### config.mk
export PLATFORM = sky130hd
export DESIGN_NAME = bin_load_ctrl_flat
export DESIGN_NICKNAME = d
export VERILOG_FILES = /design/src/rtl/bin_load_ctrl_if.sv /design/src/rtl/bin_load_ctrl.sv /design/src/flat_wrapper.sv
export SDC_FILE = /design/constraint.sdc
export NUM_CORES = 1
export LEC_CHECK = 0
export ABC_AREA = 1
export BUFFER_PORTS_ARGS = -buffer_cell sky130_fd_sc_hd__buf_2
export CELL_PAD_IN_SITES_DETAIL_PLACEMENT = 0
export CELL_PAD_IN_SITES_GLOBAL_PLACEMENT = 1
export CORE_AREA = 4 4 471 473
export DETAILED_ROUTE_END_ITERATION = 16
export DIE_AREA = 0 0 475 477
export PLACE_DENSITY = 0.3
export SYNTH_ARGS = -nofsm -noshare
export SYNTH_HDL_FRONTEND = slang
export SYNTH_SLANG_ARGS = --single-unit
### constraint.sdc
create_clock -name clk -period 3.1 [get_ports clk]
set_clock_uncertainty 0.1 [all_clocks]
set_input_delay 0 -clock clk [delete_from_list [all_inputs] [get_ports clk]]
set_output_delay 0 -clock clk [all_outputs]
set_load 0.02 [all_outputs]
### src/rtl/bin_load_ctrl_if.sv
// Clause/state memory bus and solver-engine bus seen by bin_load_ctrl.
// master = controller side, slave = memory/engine side.
interface bin_load_ctrl_if #(
    parameter int NUM_CLAUSES      = 8,
    parameter int NUM_VARS         = 8,
    parameter int NUM_LVLS         = 8,
    parameter int WIDTH_BIN_ID     = 10,
    parameter int WIDTH_LVL        = 16,
    parameter int WIDTH_VAR_STATES = 19,
    parameter int WIDTH_LVL_STATES = 11
);
    localparam int WIDTH_CADDR  = WIDTH_BIN_ID + $clog2(NUM_CLAUSES);
    localparam int WIDTH_CLAUSE = NUM_VARS * 2;
    localparam int WIDTH_VS     = WIDTH_VAR_STATES * NUM_VARS;
    localparam int WIDTH_LS     = WIDTH_LVL_STATES * NUM_LVLS;

    // clause and state memories
    logic                    c_rd_o;
    logic                    c_wr_o;
    logic [WIDTH_CADDR-1:0]  c_addr_o;
    logic [WIDTH_CLAUSE-1:0] c_rdata_i;
    logic [WIDTH_CLAUSE-1:0] c_wdata_o;
    logic                    s_rd_o;
    logic                    s_wr_o;
    logic [WIDTH_BIN_ID-1:0] s_addr_o;
    logic [WIDTH_VS-1:0]     vs_rdata_i;
    logic [WIDTH_VS-1:0]     vs_wdata_o;
    logic [WIDTH_LS-1:0]     ls_rdata_i;
    logic [WIDTH_LS-1:0]     ls_wdata_o;

    // solver engine
    logic                    start_core_o;
    logic [WIDTH_LVL-1:0]    load_lvl_o;
    logic [NUM_CLAUSES-1:0]  wr_carray_o;
    logic [NUM_CLAUSES-1:0]  rd_carray_o;
    logic [WIDTH_CLAUSE-1:0] clause_o;
    logic [NUM_VARS-1:0]     wr_var_states_o;
    logic [WIDTH_VS-1:0]     vars_states_o;
    logic [NUM_LVLS-1:0]     wr_lvl_states_o;
    logic [WIDTH_LS-1:0]     lvl_states_o;
    logic                    base_lvl_en_o;
    logic [WIDTH_LVL-1:0]    base_lvl_o;
    logic                    done_core_i;
    logic                    sat_i;
    logic                    unsat_i;
    logic [WIDTH_LVL-1:0]    bkt_lvl_i;
    logic [WIDTH_BIN_ID-1:0] bkt_bin_i;
    logic [WIDTH_CLAUSE-1:0] clause_i;
    logic [WIDTH_VS-1:0]     vars_states_i;
    logic [WIDTH_LS-1:0]     lvl_states_i;

    modport master (
        output c_rd_o, c_wr_o, c_addr_o, c_wdata_o, s_rd_o, s_wr_o, s_addr_o,
               vs_wdata_o, ls_wdata_o, start_core_o, load_lvl_o, wr_carray_o,
               rd_carray_o, clause_o, wr_var_states_o, vars_states_o,
               wr_lvl_states_o, lvl_states_o, base_lvl_en_o, base_lvl_o,
        input  c_rdata_i, vs_rdata_i, ls_rdata_i, done_core_i, sat_i, unsat_i,
               bkt_lvl_i, bkt_bin_i, clause_i, vars_states_i, lvl_states_i
    );

    modport slave (
        input  c_rd_o, c_wr_o, c_addr_o, c_wdata_o, s_rd_o, s_wr_o, s_addr_o,
               vs_wdata_o, ls_wdata_o, start_core_o, load_lvl_o, wr_carray_o,
               rd_carray_o, clause_o, wr_var_states_o, vars_states_o,
               wr_lvl_states_o, lvl_states_o, base_lvl_en_o, base_lvl_o,
        output c_rdata_i, vs_rdata_i, ls_rdata_i, done_core_i, sat_i, unsat_i,
               bkt_lvl_i, bkt_bin_i, clause_i, vars_states_i, lvl_states_i
    );
endinterface

### src/rtl/bin_load_ctrl.sv
// Loads one bin (clauses + var/lvl states) into the solver engine, runs it, writes it back.
// Latency: start_core NUM_CLAUSES+4 after start, done NUM_CLAUSES+3 after done_core; no backpressure.
module bin_load_ctrl #(
    parameter int NUM_CLAUSES      = 8,
    parameter int NUM_VARS         = 8,
    parameter int NUM_LVLS         = 8,
    parameter int WIDTH_BIN_ID     = 10,
    parameter int WIDTH_LVL        = 16,
    parameter int WIDTH_VAR_STATES = 19,
    parameter int WIDTH_LVL_STATES = 11
) (
    input  logic                    clk,
    input  logic                    rst,
    input  logic                    start_i,
    input  logic [WIDTH_BIN_ID-1:0] bin_id_i,
    input  logic [WIDTH_LVL-1:0]    load_lvl_i,
    input  logic [WIDTH_LVL-1:0]    base_lvl_i,
    output logic                    busy_o,
    output logic                    done_o,
    output logic                    sat_o,
    output logic                    unsat_o,
    output logic [WIDTH_LVL-1:0]    bkt_lvl_o,
    output logic [WIDTH_BIN_ID-1:0] bkt_bin_o,
    bin_load_ctrl_if.master         bus
);
    localparam int CIW = $clog2(NUM_CLAUSES);
    localparam int KW  = $clog2(NUM_CLAUSES + 1);
    localparam logic [KW-1:0] K_LAST = KW'(NUM_CLAUSES);

    typedef enum logic [3:0] {
        IDLE, LD_C, LD_S1, LD_S2, START, WAIT, UP_C, UP_S, DONE
    } state_t;

    state_t                  state, state_nxt;
    logic [KW-1:0]           k, k_m1;
    logic [WIDTH_BIN_ID-1:0] bin_q;
    logic [WIDTH_LVL-1:0]    load_lvl_q, base_lvl_q;
    logic [NUM_VARS*2-1:0]   clause_q;

    assign k_m1 = k - KW'(1);

    always_ff @(posedge clk) begin
        if (rst) state <= IDLE;
        else     state <= state_nxt;
    end

    always_comb begin
        state_nxt = state;
        case (state)
            IDLE:    if (start_i) state_nxt = LD_C;
            LD_C:    if (k == K_LAST) state_nxt = LD_S1;
            LD_S1:   state_nxt = LD_S2;
            LD_S2:   state_nxt = START;
            START:   state_nxt = WAIT;
            WAIT:    if (bus.done_core_i) state_nxt = UP_C;
            UP_C:    if (k == K_LAST) state_nxt = UP_S;
            UP_S:    state_nxt = DONE;
            DONE:    state_nxt = IDLE;
            default: state_nxt = IDLE;
        endcase
    end

    // k walks 0..NUM_CLAUSES in the clause phases and is zero on entry to every state
    always_ff @(posedge clk) begin
        if (rst) begin
            k          <= '0;
            bin_q      <= '0;
            load_lvl_q <= '0;
            base_lvl_q <= '0;
            clause_q   <= '0;
            sat_o      <= 1'b0;
            unsat_o    <= 1'b0;
            bkt_lvl_o  <= '0;
            bkt_bin_o  <= '0;
        end else begin
            if (state_nxt != state)
                k <= '0;
            else if (state == LD_C || state == UP_C)
                k <= k + KW'(1);
            if (state == IDLE && start_i) begin
                bin_q      <= bin_id_i;
                load_lvl_q <= load_lvl_i;
                base_lvl_q <= base_lvl_i;
            end
            if (state == WAIT && bus.done_core_i) begin
                sat_o     <= bus.sat_i;
                unsat_o   <= bus.unsat_i;
                bkt_lvl_o <= bus.bkt_lvl_i;
                bkt_bin_o <= bus.bkt_bin_i;
            end
            if (state == UP_C)
                clause_q <= bus.clause_i;
        end
    end

    // Everything is forced quiet while rst is high so an abandoned job never writes memory.
    always_comb begin
        busy_o              = 1'b0;
        done_o              = 1'b0;
        bus.c_rd_o          = 1'b0;
        bus.c_wr_o          = 1'b0;
        bus.c_addr_o        = '0;
        bus.c_wdata_o       = '0;
        bus.s_rd_o          = 1'b0;
        bus.s_wr_o          = 1'b0;
        bus.s_addr_o        = '0;
        bus.vs_wdata_o      = {(WIDTH_VAR_STATES*NUM_VARS){1'b0}};
        bus.ls_wdata_o      = {(WIDTH_LVL_STATES*NUM_LVLS){1'b0}};
        bus.start_core_o    = 1'b0;
        bus.load_lvl_o      = '0;
        bus.wr_carray_o     = '0;
        bus.rd_carray_o     = '0;
        bus.clause_o        = '0;
        bus.wr_var_states_o = '0;
        bus.vars_states_o   = {(WIDTH_VAR_STATES*NUM_VARS){1'b0}};
        bus.wr_lvl_states_o = '0;
        bus.lvl_states_o    = {(WIDTH_LVL_STATES*NUM_LVLS){1'b0}};
        bus.base_lvl_en_o   = 1'b0;
        bus.base_lvl_o      = '0;
        if (!rst) begin
            busy_o         = (state != IDLE);
            bus.load_lvl_o = load_lvl_q;
            bus.base_lvl_o = base_lvl_q;
            case (state)
                LD_C: begin
                    if (k < K_LAST) begin
                        bus.c_rd_o   = 1'b1;
                        bus.c_addr_o = {bin_q, k[CIW-1:0]};
                    end
                    if (k != '0) begin
                        bus.wr_carray_o[k_m1[CIW-1:0]] = 1'b1;
                        bus.clause_o = bus.c_rdata_i;
                    end
                end
                LD_S1: begin
                    bus.s_rd_o   = 1'b1;
                    bus.s_addr_o = bin_q;
                end
                LD_S2: begin
                    bus.wr_var_states_o = {NUM_VARS{1'b1}};
                    bus.wr_lvl_states_o = {NUM_LVLS{1'b1}};
                    bus.vars_states_o   = bus.vs_rdata_i;
                    bus.lvl_states_o    = bus.ls_rdata_i;
                end
                START: begin
                    bus.start_core_o  = 1'b1;
                    bus.base_lvl_en_o = 1'b1;
                end
                UP_C: begin
                    if (k < K_LAST)
                        bus.rd_carray_o[k[CIW-1:0]] = 1'b1;
                    // write lags the engine read by one cycle via clause_q
                    if (k != '0) begin
                        bus.c_wr_o    = 1'b1;
                        bus.c_addr_o  = {bin_q, k_m1[CIW-1:0]};
                        bus.c_wdata_o = clause_q;
                    end
                end
                UP_S: begin
                    bus.s_wr_o     = 1'b1;
                    bus.s_addr_o   = bin_q;
                    bus.vs_wdata_o = bus.vars_states_i;
                    bus.ls_wdata_o = bus.lvl_states_i;
                end
                DONE:    done_o = 1'b1;
                default: ;
            endcase
        end
    end
endmodule

### src/flat_wrapper.sv
// flat-port wrapper written by rule: the top's interface ports become plain ports
module bin_load_ctrl_flat 
#(
    parameter int NUM_CLAUSES      = 8,
    parameter int NUM_VARS         = 8,
    parameter int NUM_LVLS         = 8,
    parameter int WIDTH_BIN_ID     = 10,
    parameter int WIDTH_LVL        = 16,
    parameter int WIDTH_VAR_STATES = 19,
    parameter int WIDTH_LVL_STATES = 11
)
  (clk, rst, start_i, bin_id_i, load_lvl_i, base_lvl_i, busy_o, done_o, sat_o, unsat_o, bkt_lvl_o, bkt_bin_o, bus_c_rd_o, bus_c_wr_o, bus_c_addr_o, bus_c_wdata_o, bus_s_rd_o, bus_s_wr_o, bus_s_addr_o, bus_vs_wdata_o, bus_ls_wdata_o, bus_start_core_o, bus_load_lvl_o, bus_wr_carray_o, bus_rd_carray_o, bus_clause_o, bus_wr_var_states_o, bus_vars_states_o, bus_wr_lvl_states_o, bus_lvl_states_o, bus_base_lvl_en_o, bus_base_lvl_o, bus_c_rdata_i, bus_vs_rdata_i, bus_ls_rdata_i, bus_done_core_i, bus_sat_i, bus_unsat_i, bus_bkt_lvl_i, bus_bkt_bin_i, bus_clause_i, bus_vars_states_i, bus_lvl_states_i);
  bin_load_ctrl_if #(.NUM_CLAUSES(NUM_CLAUSES), .NUM_VARS(NUM_VARS), .NUM_LVLS(NUM_LVLS), .WIDTH_BIN_ID(WIDTH_BIN_ID), .WIDTH_LVL(WIDTH_LVL), .WIDTH_VAR_STATES(WIDTH_VAR_STATES), .WIDTH_LVL_STATES(WIDTH_LVL_STATES)) bus_i ();
  input  logic clk;
  input  logic rst;
  input  logic start_i;
  input  logic [WIDTH_BIN_ID-1:0] bin_id_i;
  input  logic [WIDTH_LVL-1:0] load_lvl_i;
  input  logic [WIDTH_LVL-1:0] base_lvl_i;
  output logic busy_o;
  output logic done_o;
  output logic sat_o;
  output logic unsat_o;
  output logic [WIDTH_LVL-1:0] bkt_lvl_o;
  output logic [WIDTH_BIN_ID-1:0] bkt_bin_o;
  output wire logic [$bits(bus_i.c_rd_o)-1:0] bus_c_rd_o;
  output wire logic [$bits(bus_i.c_wr_o)-1:0] bus_c_wr_o;
  output wire logic [$bits(bus_i.c_addr_o)-1:0] bus_c_addr_o;
  output wire logic [$bits(bus_i.c_wdata_o)-1:0] bus_c_wdata_o;
  output wire logic [$bits(bus_i.s_rd_o)-1:0] bus_s_rd_o;
  output wire logic [$bits(bus_i.s_wr_o)-1:0] bus_s_wr_o;
  output wire logic [$bits(bus_i.s_addr_o)-1:0] bus_s_addr_o;
  output wire logic [$bits(bus_i.vs_wdata_o)-1:0] bus_vs_wdata_o;
  output wire logic [$bits(bus_i.ls_wdata_o)-1:0] bus_ls_wdata_o;
  output wire logic [$bits(bus_i.start_core_o)-1:0] bus_start_core_o;
  output wire logic [$bits(bus_i.load_lvl_o)-1:0] bus_load_lvl_o;
  output wire logic [$bits(bus_i.wr_carray_o)-1:0] bus_wr_carray_o;
  output wire logic [$bits(bus_i.rd_carray_o)-1:0] bus_rd_carray_o;
  output wire logic [$bits(bus_i.clause_o)-1:0] bus_clause_o;
  output wire logic [$bits(bus_i.wr_var_states_o)-1:0] bus_wr_var_states_o;
  output wire logic [$bits(bus_i.vars_states_o)-1:0] bus_vars_states_o;
  output wire logic [$bits(bus_i.wr_lvl_states_o)-1:0] bus_wr_lvl_states_o;
  output wire logic [$bits(bus_i.lvl_states_o)-1:0] bus_lvl_states_o;
  output wire logic [$bits(bus_i.base_lvl_en_o)-1:0] bus_base_lvl_en_o;
  output wire logic [$bits(bus_i.base_lvl_o)-1:0] bus_base_lvl_o;
  input wire logic [$bits(bus_i.c_rdata_i)-1:0] bus_c_rdata_i;
  input wire logic [$bits(bus_i.vs_rdata_i)-1:0] bus_vs_rdata_i;
  input wire logic [$bits(bus_i.ls_rdata_i)-1:0] bus_ls_rdata_i;
  input wire logic [$bits(bus_i.done_core_i)-1:0] bus_done_core_i;
  input wire logic [$bits(bus_i.sat_i)-1:0] bus_sat_i;
  input wire logic [$bits(bus_i.unsat_i)-1:0] bus_unsat_i;
  input wire logic [$bits(bus_i.bkt_lvl_i)-1:0] bus_bkt_lvl_i;
  input wire logic [$bits(bus_i.bkt_bin_i)-1:0] bus_bkt_bin_i;
  input wire logic [$bits(bus_i.clause_i)-1:0] bus_clause_i;
  input wire logic [$bits(bus_i.vars_states_i)-1:0] bus_vars_states_i;
  input wire logic [$bits(bus_i.lvl_states_i)-1:0] bus_lvl_states_i;
  assign bus_c_rd_o = bus_i.c_rd_o;
  assign bus_c_wr_o = bus_i.c_wr_o;
  assign bus_c_addr_o = bus_i.c_addr_o;
  assign bus_c_wdata_o = bus_i.c_wdata_o;
  assign bus_s_rd_o = bus_i.s_rd_o;
  assign bus_s_wr_o = bus_i.s_wr_o;
  assign bus_s_addr_o = bus_i.s_addr_o;
  assign bus_vs_wdata_o = bus_i.vs_wdata_o;
  assign bus_ls_wdata_o = bus_i.ls_wdata_o;
  assign bus_start_core_o = bus_i.start_core_o;
  assign bus_load_lvl_o = bus_i.load_lvl_o;
  assign bus_wr_carray_o = bus_i.wr_carray_o;
  assign bus_rd_carray_o = bus_i.rd_carray_o;
  assign bus_clause_o = bus_i.clause_o;
  assign bus_wr_var_states_o = bus_i.wr_var_states_o;
  assign bus_vars_states_o = bus_i.vars_states_o;
  assign bus_wr_lvl_states_o = bus_i.wr_lvl_states_o;
  assign bus_lvl_states_o = bus_i.lvl_states_o;
  assign bus_base_lvl_en_o = bus_i.base_lvl_en_o;
  assign bus_base_lvl_o = bus_i.base_lvl_o;
  assign bus_i.c_rdata_i = bus_c_rdata_i;
  assign bus_i.vs_rdata_i = bus_vs_rdata_i;
  assign bus_i.ls_rdata_i = bus_ls_rdata_i;
  assign bus_i.done_core_i = bus_done_core_i;
  assign bus_i.sat_i = bus_sat_i;
  assign bus_i.unsat_i = bus_unsat_i;
  assign bus_i.bkt_lvl_i = bus_bkt_lvl_i;
  assign bus_i.bkt_bin_i = bus_bkt_bin_i;
  assign bus_i.clause_i = bus_clause_i;
  assign bus_i.vars_states_i = bus_vars_states_i;
  assign bus_i.lvl_states_i = bus_lvl_states_i;
  bin_load_ctrl #(.NUM_CLAUSES(NUM_CLAUSES), .NUM_VARS(NUM_VARS), .NUM_LVLS(NUM_LVLS), .WIDTH_BIN_ID(WIDTH_BIN_ID), .WIDTH_LVL(WIDTH_LVL), .WIDTH_VAR_STATES(WIDTH_VAR_STATES), .WIDTH_LVL_STATES(WIDTH_LVL_STATES)) u_core (.clk(clk), .rst(rst), .start_i(start_i), .bin_id_i(bin_id_i), .load_lvl_i(load_lvl_i), .base_lvl_i(base_lvl_i), .busy_o(busy_o), .done_o(done_o), .sat_o(sat_o), .unsat_o(unsat_o), .bkt_lvl_o(bkt_lvl_o), .bkt_bin_o(bkt_bin_o), .bus(bus_i));
endmodule
# Word level (Yosys, flattened, before mapping)
# Cells that the tools add are included.
[classes]
n_reduce_logical = 10
order_cmp = 5
muxes = 54
eq_ne = 10
n_addsub = 2
[op_table]
columns = ["op", "n"]
rows = [
  ["152-bit two-way mux", 4],
  ["88-bit two-way mux", 4],
  ["16-bit two-way mux", 8],
  ["8-bit two-way mux", 8],
  ["13-bit two-way mux", 3],
  ["4-bit case mux with 8 select lines", 1],
  ["13-bit case mux with 2 select lines", 1],
  ["10-bit two-way mux", 2],
  ["1-bit two-way mux", 17],
  ["4-bit by 3-bit equality test with 1-bit output (second input constant)", 4],
  ["4-bit two-way mux", 4],
  ["4-bit by 2-bit equality test with 1-bit output (second input constant)", 2],
  ["4-bit equality test (second input constant)", 2],
  ["3-bit by 4-bit less-than comparator with 1-bit output (second input constant)", 2],
  ["4-bit nonzero test", 2],
  ["1-bit demux with 3-bit select", 2],
  ["3-bit by 1-bit >= comparator with 1-bit output (second input constant)", 2],
  ["4-bit by 1-bit adder with 4-bit output (second input constant)", 1],
  ["4-bit by 1-bit equality test with 1-bit output (second input constant)", 1],
  ["1-bit logical AND", 4],
  ["4-bit logical NOT", 1],
  ["4-bit less-than comparator (second input constant)", 1],
  ["4-bit inequality test", 1],
  ["2-bit OR reduction", 2],
  ["other kinds (2)", 2],
]
[totals]
reg_bits = 94
output_inout_bits = 635
wordCells = 91

# Depth between registers and ports, before layout
# Gate-level depths: netlist of run 1.
[logic_depth]
word_depth = 8
depth_mapped = 9
ltp_nobuf = 9

# Least setup slack after synthesis of run 1
# Ideal clock, no wire load.
[synth_timing]
path_type = "register to output"
start = "register u_core.state[0]"
end = "output bus_lvl_states_o[52]"
n_path_buf = 0
required_ns = 3.000
stages_incl_launch_ff = 7
setup_slack_ns = 0.864
arrival_ns = 2.136
path_cell_list = "dfxtp_1 > nand2_2 > nor2_4 > inv_1 > nor2_1 > inv_1 > nor2_1"
[synth_between]
elab_chain_cells = 3
[synth_lines]
columns = ["element", "line", "source"]
rows = [
  ["start: declaration", "bin_load_ctrl.sv:34", "state_t state, state_nxt;"],
  ["start signal: assignment", "bin_load_ctrl.sv:44", "else state <= state_nxt;"],
  ["4-bit by 2-bit equality test with 1-bit output", "bin_load_ctrl.sv:124", "case (state)"],
  ["88-bit two-way mux", "bin_load_ctrl.sv:124", ""],
  ["88-bit two-way mux", "bin_load_ctrl.sv:120", "if (!rst) begin"],
  ["end: declaration", "flat_wrapper.sv:43", "output wire logic [$bits(bus_i.lvl_states_o)-1:0] bus_lvl_states_o;"],
]
# Every way passes these cells.

# Worst setup path in the final report of run 1
[layout_timing]
start = "register u_core.k[0]"
end = "output bus_c_addr_o[12]"
[layout_between]
elab_chain_cells = 4
word_cells_on_any_way = 6
classes_between = "1 x order compare; 4 x mux; 1 x reduce/logical"
[layout_lines]
columns = ["element", "line", "source"]
rows = [
  ["start: declaration", "bin_load_ctrl.sv:35", "logic [KW-1:0] k, k_m1;"],
  ["start signal: assignment", "bin_load_ctrl.sv:79", "k <= k + KW'(1);"],
  ["4-bit less-than comparator or 4-bit nonzero test (tied branches)", "bin_load_ctrl.sv:126, bin_load_ctrl.sv:153", ""],
  ["13-bit two-way mux (on tied branches)", "bin_load_ctrl.sv:126, bin_load_ctrl.sv:153", ""],
  ["13-bit case mux with 2 select lines (*)", "bin_load_ctrl.sv:124", ""],
  ["13-bit two-way mux (*)", "bin_load_ctrl.sv:120", ""],
  ["end: declaration", "flat_wrapper.sv:28", "output wire logic [$bits(bus_i.c_addr_o)-1:0] bus_c_addr_o;"],
]
# Mark *: on every way between the ends. The rest lies on a longest branch, timed or not.

==> results of run 1 <==
[cell usage in the layout (no fill, tap or decap), types with 23 or more instances in the layout]
cell	count
o21ai_0	90
a21oi_1	90
nor2_1	577
dfxtp_1	94
diode_2	38
nor3_1	23
dlygate4sd3_1	86
nand2_1	279
buf_2	1219
inv_1	356
[cell usage after synthesis]
| master | number | area share (%) |
|---|---|---|
| buf_6 | 2 | 0.27 |
| inv_1 | 356 | 16 |
| buf_4 | 17 | 1.5 |
| dfxtp_1 | 94 | 22 |
| mux2i_1 | 1 | 0.12 |
| ha_1 | 3 | 0.45 |
| nor2_1 | 577 | 26 |
| nor2_4 | 2 | 0.27 |
| buf_1 | 3 | 0.13 |
| xnor2_1 | 1 | 0.10 |
| nor2_2 | 15 | 1.1 |
| nand2_1 | 279 | 13 |
| nand3_1 | 7 | 0.42 |
| inv_2 | 2 | 0.090 |
| nor4_1 | 1 | 0.075 |
| xor2_1 | 2 | 0.21 |
| o21ai_0 | 90 | 5.4 |
| nand3_2 | 1 | 0.12 |
| a22oi_1 | 1 | 0.090 |
| nor3_1 | 23 | 1.4 |
| nand2_2 | 2 | 0.15 |
| clkinv_1 | 1 | 0.045 |
| clkbuf_1 | 61 | 2.7 |
| o31ai_1 | 1 | 0.090 |
| and3_1 | 1 | 0.075 |
| buf_2 | 48 | 2.9 |
| a21oi_1 | 90 | 5.4 |
| nand4_1 | 2 | 0.15 |
[power by group]
group          switching [W]  internal, W  total [W]
clock network       0.000614     0.000644    0.00126
registers          0.0000156      0.00126    0.00127
logic               0.000658     0.000446    0.00110
total                0.00129      0.00235    0.00363
[logic make-up (layout without fill, tap and decap cells)]
family                   after synthesis  in the layout  share of synthesized area (%)
AO/OA/AOI/OAI                        182            182                          10.93
XOR/XNOR                               3              3                         0.3137
adder cells (fa/ha/maj)                3              3                         0.4481
buffers and inverters                490           1704                          23.61
flip-flops                            94             94                          22.46
multiplexers                           1              1                         0.1195
other                                  0             38                              0
AND/OR/NAND/NOR                      910            910                          42.11
[per-layer routing]
layer  vias up  GRT usage [%]  part of all wire (%)
li1       7272              -                     -
met1      7020          13.26                    38
met2       958          20.57                    46
met3       195          7.439                    14
met4        48         0.8575                   1.2
met5         -              0                  0.20
[final cells by class]
type	count	area, µm²
Clock buffer	10	229.0
Timing Repair Buffer	1329	7249
Sequential cell	94	1882
Multi-Input combinational cell	1099	4548
Fill cell	26200	198000
Clock inverter	6	76.32
Antenna cell	38	95.09
Tap cell	2854	3571
Inverter	359	1348
[metrics by stage]
step           area [µm²]  power (W)
3_5_place_dp        17740   0.002352
2_1_floorplan        8377   0.001614
6_report            19000   0.003634
5_1_grt             18920   0.003893
4_1_cts             18900   0.003796
3_3_place_gp        17740   0.002354
[registers in the layout (all words and copies together) (netlist names)]
| name | flops |
|---|---|
| u_core.base_lvl_q | 16 |
| u_core.bkt_lvl_o | 16 |
| u_core.clause_q | 16 |
| u_core.load_lvl_q | 16 |
| u_core.bin_q | 10 |
| u_core.bkt_bin_o | 10 |
| u_core.k | 4 |
| u_core.state | 4 |
| u_core.sat_o | 1 |
| u_core.unsat_o | 1 |
[critical path: stages (launching register included)]
cell	delay, ns
dfxtp_1	0.56
inv_1	0.19
ha_1	0.29
nand3_2	0.14
nand2_1	0.12
inv_1	0.15
nor2_2	0.08
buf_4	0.21
nor3_1	0.37
buf_2	0.26
[worst paths after layout]
path | cells after the start | start | slack, ns | endpoint
worst max-delay path | 9 | u_core.k[0]$_SDFFE_PP0N_ | 0.24 | bus_c_addr_o[12]
worst min-delay path | 3 | bus_done_core_i | 0.06 | u_core.bkt_lvl_o[5]$_SDFFE_PP0P_
worst max register to register | 5 | u_core.state[0]$_SDFF_PP0_ | 1.12 | u_core.bkt_lvl_o[7]$_SDFFE_PP0P_
worst min register to register | 2 | u_core.bkt_bin_o[4]$_SDFFE_PP0P_ | 0.34 | u_core.bkt_bin_o[4]$_SDFFE_PP0P_
==> results_dict.tcl, run 1 <==
set metrics [dict create \
    hold_viol 0 \
    grt_pass1_wl_um 176800 \
    io_buffers 1220 \
    fin_crit_ns 2.863 \
    grt_max_degree 149 \
    ant_nets 0 \
    cts.sinks 94 \
    tightest_slew_ns 1.189 \
    core_um2 217000 \
    max_freq_ghz 0.3492 \
    post_cts_buffers 0 \
    tritoncts "built" \
    start_util_pct 3.861 \
    finalNonFillerCells 5789 \
    p_leak_nw 10.47 \
    gp_congestion 0.9162 \
    drt_iter0_markers 647 \
    yosys_register_bits 94 \
    rsz0062_at_grt "false" \
    worstPathArrival_ns 2.76 \
    min_path_type "input port to register" \
    num_rows 171 \
    fin_ws_ns 0.2366 \
    insertion_delay_ns 0.39 \
    h-tree-depth 3 \
    clockBufferDepth 2 \
    grt_usage_pct 12.08 \
    tns_ns 0 \
    final_layout_size_suffix_gt1_share_pct 44.29 \
    irDropWorstVdd_v 0.0001968 \
    end_kind "output pin" \
    finalSetupViolations 0 \
    start_kind "register" \
    cp_max_fo 10 \
    totalWireLength_um 144200 \
    die_area_um2 226600 \
    slew_headroom_pct 20.63 \
    max_cap_violations 0 \
    place.detailed.hpwl_um 131100 \
    synthCells 1683 \
    antenna_found_initial 146 \
    critPathKind "register to output pin" \
    dp.cells 5649 \
    yosysUniqueCellTypes 28 \
    cts.hold.buffers_added 86 \
    die_w_um 475 \
    yosysWarnings 0 \
    overflow 0 \
    syn_area_um2 8377 \
    powerDensity_nw_per_um2 191.3 \
    grt_pass1_vias 15650 \
    place_ws_ns 0.6233 \
    clk_pin_slew_ns 0.09 \
    firstDrtPassIters 5 \
    drc 0 \
    cp.required_ns 3.00 \
    outcome "finished, final reports clean" \
    die_h_um 477 \
    utilization_pct 8.757 \
    area_delta_synth_final_pct 126.8 \
    slew_violations 0 \
    cts_resized 0 \
    num-nets-final 3481 \
    syn_avg_cell_area_um2 4.977 \
    root_buffer "clkbuf_16" \
    avgViaCountPerCell 2.676 \
    pin_count 1221 \
    timing.final.crit_share_pct 92.37 \
    cts_buffers 9 \
    num_vias 15490 \
    routedWlPerCell_um 24.91 \
    ys_seq_area_share_pct 22.46 \
    timing.hold.ws_ns 0.06472 \
    syn_nets 2272 \
]
Note: power is estimated with default switching activity, not from simulation.
==> run 2: changes to the inputs <==
CORE_AREA = 4 4 472 474   (was 4 4 471 473)
DIE_AREA = 0 0 476 478   (was 0 0 475 477)
RECOVER_POWER = 50   (was default)
clock period = 2.54 ns   (was 3.1 ns; I/O delays follow)
==> run 2 against run 1 <==
Compared with the run above: sequential power rose by 22%; combinational power up 23%; flip-flop and latch count unchanged; first-iteration DRC count rose by 18%; utilization down 0.072 points; final cell count is 1.1% higher; register-to-register slack got worse by 0.85 ns; power grew 19%; critical endpoint is now bus_vs_wdata_o[20].
==> results_dict.tcl, run 2 (synthesis gave the netlist of run 1 again) <==
set metrics [dict create \
    num_rows 172 \
    critPathKind "register to output pin" \
    fillCellCount 26410 \
    drt_iter0_markers 763 \
    tns_ns 0 \
    totalWireLength_um 136200 \
    timing.final.crit_share_pct 95.88 \
    rsz0062_at_grt "false" \
    clk_pin_slew_ns 0.09 \
    tritoncts "built" \
    h-tree-depth 3 \
    routedWlPerCell_um 23.28 \
    clockBufferDepth 2 \
    place.detailed.hpwl_um 123600 \
    num_vias 15530 \
    start_util_pct 3.827 \
    insertion_delay_ns 0.39 \
    io_buffers 1220 \
    start_kind "register" \
    grt_pass1_vias 16080 \
    overflow 0 \
    die_area_um2 227500 \
    layout_commonest_cell "buf_2" \
    max_freq_ghz 0.4106 \
    tightest_slew_ns 0.8278 \
    powerDensity_nw_per_um2 228.1 \
    final_layout_size_suffix_gt1_share_pct 37.11 \
    cts_buffers 9 \
    die_w_um 476 \
    cp_max_fo 53 \
    outcome "finished, final reports clean" \
    gp_congestion 0.9619 \
    drc 0 \
    p_leak_nw 9.578 \
    core_um2 218900 \
    finalSetupViolations 0 \
    cp.required_ns 2.44 \
    pin_count 1221 \
    finalNonFillerCells 5850 \
    num-nets-final 3508 \
    root_buffer "clkbuf_16" \
    grt_max_degree 76 \
    irDropWorstVdd_v 0.0002656 \
    min_path_type "input port to register" \
    grt_pass1_wl_um 168700 \
    firstDrtPassIters 5 \
    ant_nets 0 \
    dp.cells 5689 \
    fin_ws_ns 0.1045 \
    grt_usage_pct 11.32 \
    place_ws_ns 0.3229 \
    cts.sinks 94 \
    worstPathArrival_ns 2.34 \
    max_cap_violations 0 \
    antenna_found_initial 99 \
    final_cell_mix "buf_2 (969), nor2_1 (574), inv_1 (354)" \
    hold_viol 0 \
    slew_headroom_pct 45.05 \
    slew_violations 0 \
    fin_crit_ns 2.435 \
    end_kind "output pin" \
    area_delta_synth_final_pct 126.9 \
    utilization_pct 8.685 \
    die_h_um 478 \
    avgViaCountPerCell 2.654 \
]
## run 2: layout make-up
cell class              instances  area [µm²]  area share, %
repair buffers               1356        7204          37.90
multi-input cells            1099        4558          23.98
well taps                    2871        3592          18.90
flip-flops and latches         94        1883          9.907
inverters                     359        1350          7.102
clock buffers                  10       229.0          1.205
diodes                         55       137.6         0.7241
clock inverters                 6       53.80         0.2830
## run 2: per-stage QoR
step	hold slack, ns	total power, W	cell area [µm²]
3_3_place_gp	0.1796	0.002889	17980
5_1_grt	0.08826	0.004639	18930
3_5_place_dp	0.1859	0.002885	17980
2_1_floorplan	0.01938	0.001970	8377
6_report	0.03284	0.004335	19010
4_1_cts	0.02325	0.004533	19210
## run 2: repair_timing
item | 4_1_cts | 5_1_grt
resized for setup | 3 | 11
gates cloned | 1 | 0
pin swaps | 1 | 0
setup buffers | 3 | 0
hold buffers | 87 | 0
endpoints found under the hold margin | 89 | 0
setup endpoints to repair | 14 | 49
## run 2: layer usage
| layer | wire length (µm) | global-route usage (%) |
|---|---|---|
| met4 | 1742 | 1.114 |
| met2 | 64240 | 19.44 |
| met1 | 49880 | 12.12 |
| met3 | 20020 | 7.094 |
| met5 | 327 | 0 |
## run 2: critical path, cell delays in order (launching register included)
cell	delay [ns]
dfxtp_1	0.34
inv_1	0.11
nand2_1	0.16
nor2_4	0.20
nand2_8	0.08
buf_12	0.18
buf_12	0.26
nor2_1	0.21
buf_2	0.22
## run 2: path summary, 6_finish.rpt
kind	from	endpoint	slack, ns	cells after the start
max	u_core.state[3]$_SDFF_PP0_	bus_vs_wdata_o[20]	0.10	8
min	bus_done_core_i	u_core.state[0]$_SDFF_PP0_	0.03	6
max reg2reg	u_core.state[3]$_SDFF_PP0_	u_core.load_lvl_q[9]$_SDFFE_PP0P_	0.27	5
min reg2reg	u_core.bkt_bin_o[8]$_SDFFE_PP0P_	u_core.bkt_bin_o[8]$_SDFFE_PP0P_	0.34	2
## run 2: power by group
part           leakage [nW]  internal, W  switching, W
logic                  8.67     0.000542      0.000809
registers             0.768      0.00153     0.0000157
clock network         0.136     0.000684      0.000750
total                  9.58      0.00276       0.00157
==> run 3: changes to the inputs <==
CELL_PAD_IN_SITES_DETAIL_PLACEMENT = 1   (was 0)
CELL_PAD_IN_SITES_GLOBAL_PLACEMENT = 2   (was 1)
CORE_AREA = 4 4 470 472   (was 4 4 472 474)
DIE_AREA = 0 0 474 476   (was 0 0 476 478)
PLACE_DENSITY = 0.35   (was 0.3)
==> run 3 against run 2 <==
Compared with the run above: combinational power is essentially flat; non-clock buffer count shrank 6; utilization grew 0.18 points; largest power group unchanged; critical path type unchanged.
==> results_dict.tcl, run 3 (synthesis gave the netlist of run 1 again) <==
set metrics [dict create \
    power_w 0.004447 \
    tritoncts "built" \
    timing.final.crit_share_pct 93.59 \
    antenna_found_initial 116 \
    routedWlPerCell_um 24.52 \
    drt_iter0_markers 610 \
    finalSetupViolations 0 \
    num-nets-final 3503 \
    start_util_pct 3.869 \
    r2r_slack_ns 0.27 \
    layout_commonest_cell "buf_2" \
    multiInputGateArea_um2 4574 \
    irDropWorstVdd_v 0.0002503 \
    r2r-end "u_core.load_lvl_q[14]$_SDFFE_PP0P_" \
    slowest_stage "dfxtp_1" \
    overflow 0 \
    cts_buffers 9 \
    h-tree-depth 3 \
    fillCellCount 26840 \
    tightest_slew_ns 0.8285 \
    num_vias 15600 \
    rsz0062_at_grt "false" \
    ant_nets 0 \
    r2r_start "u_core.state[1]$_SDFF_PP0_" \
    final_layout_size_suffix_gt1_share_pct 38.47 \
    tns_ns 0 \
    final_cell_mix "buf_2 (960), nor2_1 (571), inv_1 (356)" \
    start_kind "register" \
    grt_pass1_vias 16470 \
    grt_pass1_wl_um 175800 \
    critPathKind "register to output pin" \
    min_path_type "input port to register" \
    clockBufferDepth 2 \
    io_buffers 1220 \
    critical_path.cell_chain "nand2_2 > nor2_4 > buf_12 > buf_16 > nand2_1 > nor2_1 > buf_2" \
    totalWireLength_um 142800 \
    grt_max_degree 135 \
    firstDrtPassIters 4 \
    powerDensity_nw_per_um2 231.6 \
    hold_path_startpoint "bus_done_core_i" \
    area_delta_synth_final_pct 129.2 \
    p_leak_nw 9.752 \
    die_h_um 476 \
    cpLargestDelayFamily "simple AND/OR/NAND/NOR gates" \
    slew_violations 0 \
    insertion_delay_ns 0.38 \
    worst-path-buf-inv 3 \
    ff2ff_path_depth 5 \
    min_to "u_core.state[0]$_SDFF_PP0_" \
    end_kind "output pin" \
    gp_congestion 0.8649 \
    place.detailed.hpwl_um 128800 \
    seq_area_um2 1883 \
    clk_pin_slew_ns 0.08 \
    grt_usage_pct 11.87 \
    slew_headroom_pct 45.01 \
    fin_crit_ns 2.377 \
    die_area_um2 225600 \
    cp.required_ns 2.44 \
    worstPathArrival_ns 2.28 \
    avgViaCountPerCell 2.679 \
    root_buffer "clkbuf_16" \
    hold_depth 6 \
    cp_max_fo 23 \
    drc 0 \
    hold_viol 0 \
    core_um2 216500 \
    die_w_um 474 \
    timing.hold.ws_ns 0.09348 \
    pin_count 1221 \
    num_rows 171 \
    max_freq_ghz 0.4207 \
    cts.sinks 94 \
    max_cap_violations 0 \
    outcome "finished, final reports clean" \
    slowest_delay_ns 0.44 \
]
run 3: how the worst max path moves through the flow:
stage	start	to	slack, ns	depth (start not counted)
2_1_floorplan	u_core.state[0]$_SDFF_PP0_	bus_lvl_states_o[52]	0.30	6
3_5_place_dp	u_core.state[0]$_SDFF_PP0_	bus_vs_wdata_o[9]	0.25	6
5_1_grt	u_core.state[3]$_SDFF_PP0_	bus_vars_states_o[59]	0.01	8
3_3_place_gp	u_core.state[3]$_SDFF_PP0_	bus_vs_wdata_o[9]	0.26	7
4_1_cts	u_core.state[0]$_SDFF_PP0_	bus_vars_states_o[59]	0.008	7
6_report	u_core.state[1]$_SDFF_PP0_	bus_vars_states_o[110]	0.16	7
run 3: timing repair:
action	CTS	global route
pin swaps	2	0
hold buffers	89	0
gates resized for setup	4	11
setup buffers	1	0
cloned	1	1
setup endpoints to repair	95	54
hold endpoints to repair	86	0
run 3: worst register-to-register path, cell delays in order, from the launching register on:
cell,delay [ns]
dfxtp_1,0.44
nor2_1,0.10
nand3_1,0.46
buf_4,0.72
o21ai_0,0.24
a21oi_1,0.15
run 3: final cells by class:
cell class | instances | share of cell area (%)
multi-input combinational | 1100 | 23.83
tap | 2854 | 18.60
timing repair buffer | 1350 | 38.48
clock buffer | 9 | 1.173
sequential | 94 | 9.808
antenna | 49 | 0.6386
clock inverter | 7 | 0.4562
inverter | 359 | 7.019
run 3: layer usage:
metal,GRT usage [%],vias to the layer above,part of all wire (%)
met5,0,-,0.35
met4,1.672,80,1.7
met3,6.601,153,12
met2,19.75,777,46
met1,13.58,7260,39
li1,-,7328,-
run 3: power breakdown:
group | internal (W) | switching, W | leakage (nW)
Combinational | 0.000540 | 0.000803 | 8.83
Clock | 0.000791 | 0.000762 | 0.155
Sequential | 0.00153 | 0.0000161 | 0.768
run 3: metrics by stage:
| stage | util, % | instance area [µm²] | instances | worst slack (ns) |
|---|---|---|---|---|
| floorplan | - | 8377 | 1683 | 0.3040 |
| global placement | 8.360 | 18100 | 5665 | 0.2598 |
| detailed placement | 8.360 | 18100 | 5665 | 0.2456 |
| CTS | 8.931 | 19340 | 5772 | 0.007758 |
| global route | 8.820 | 19100 | 5781 | 0.01135 |
| finish | 8.867 | 19200 | 5822 | 0.1629 |
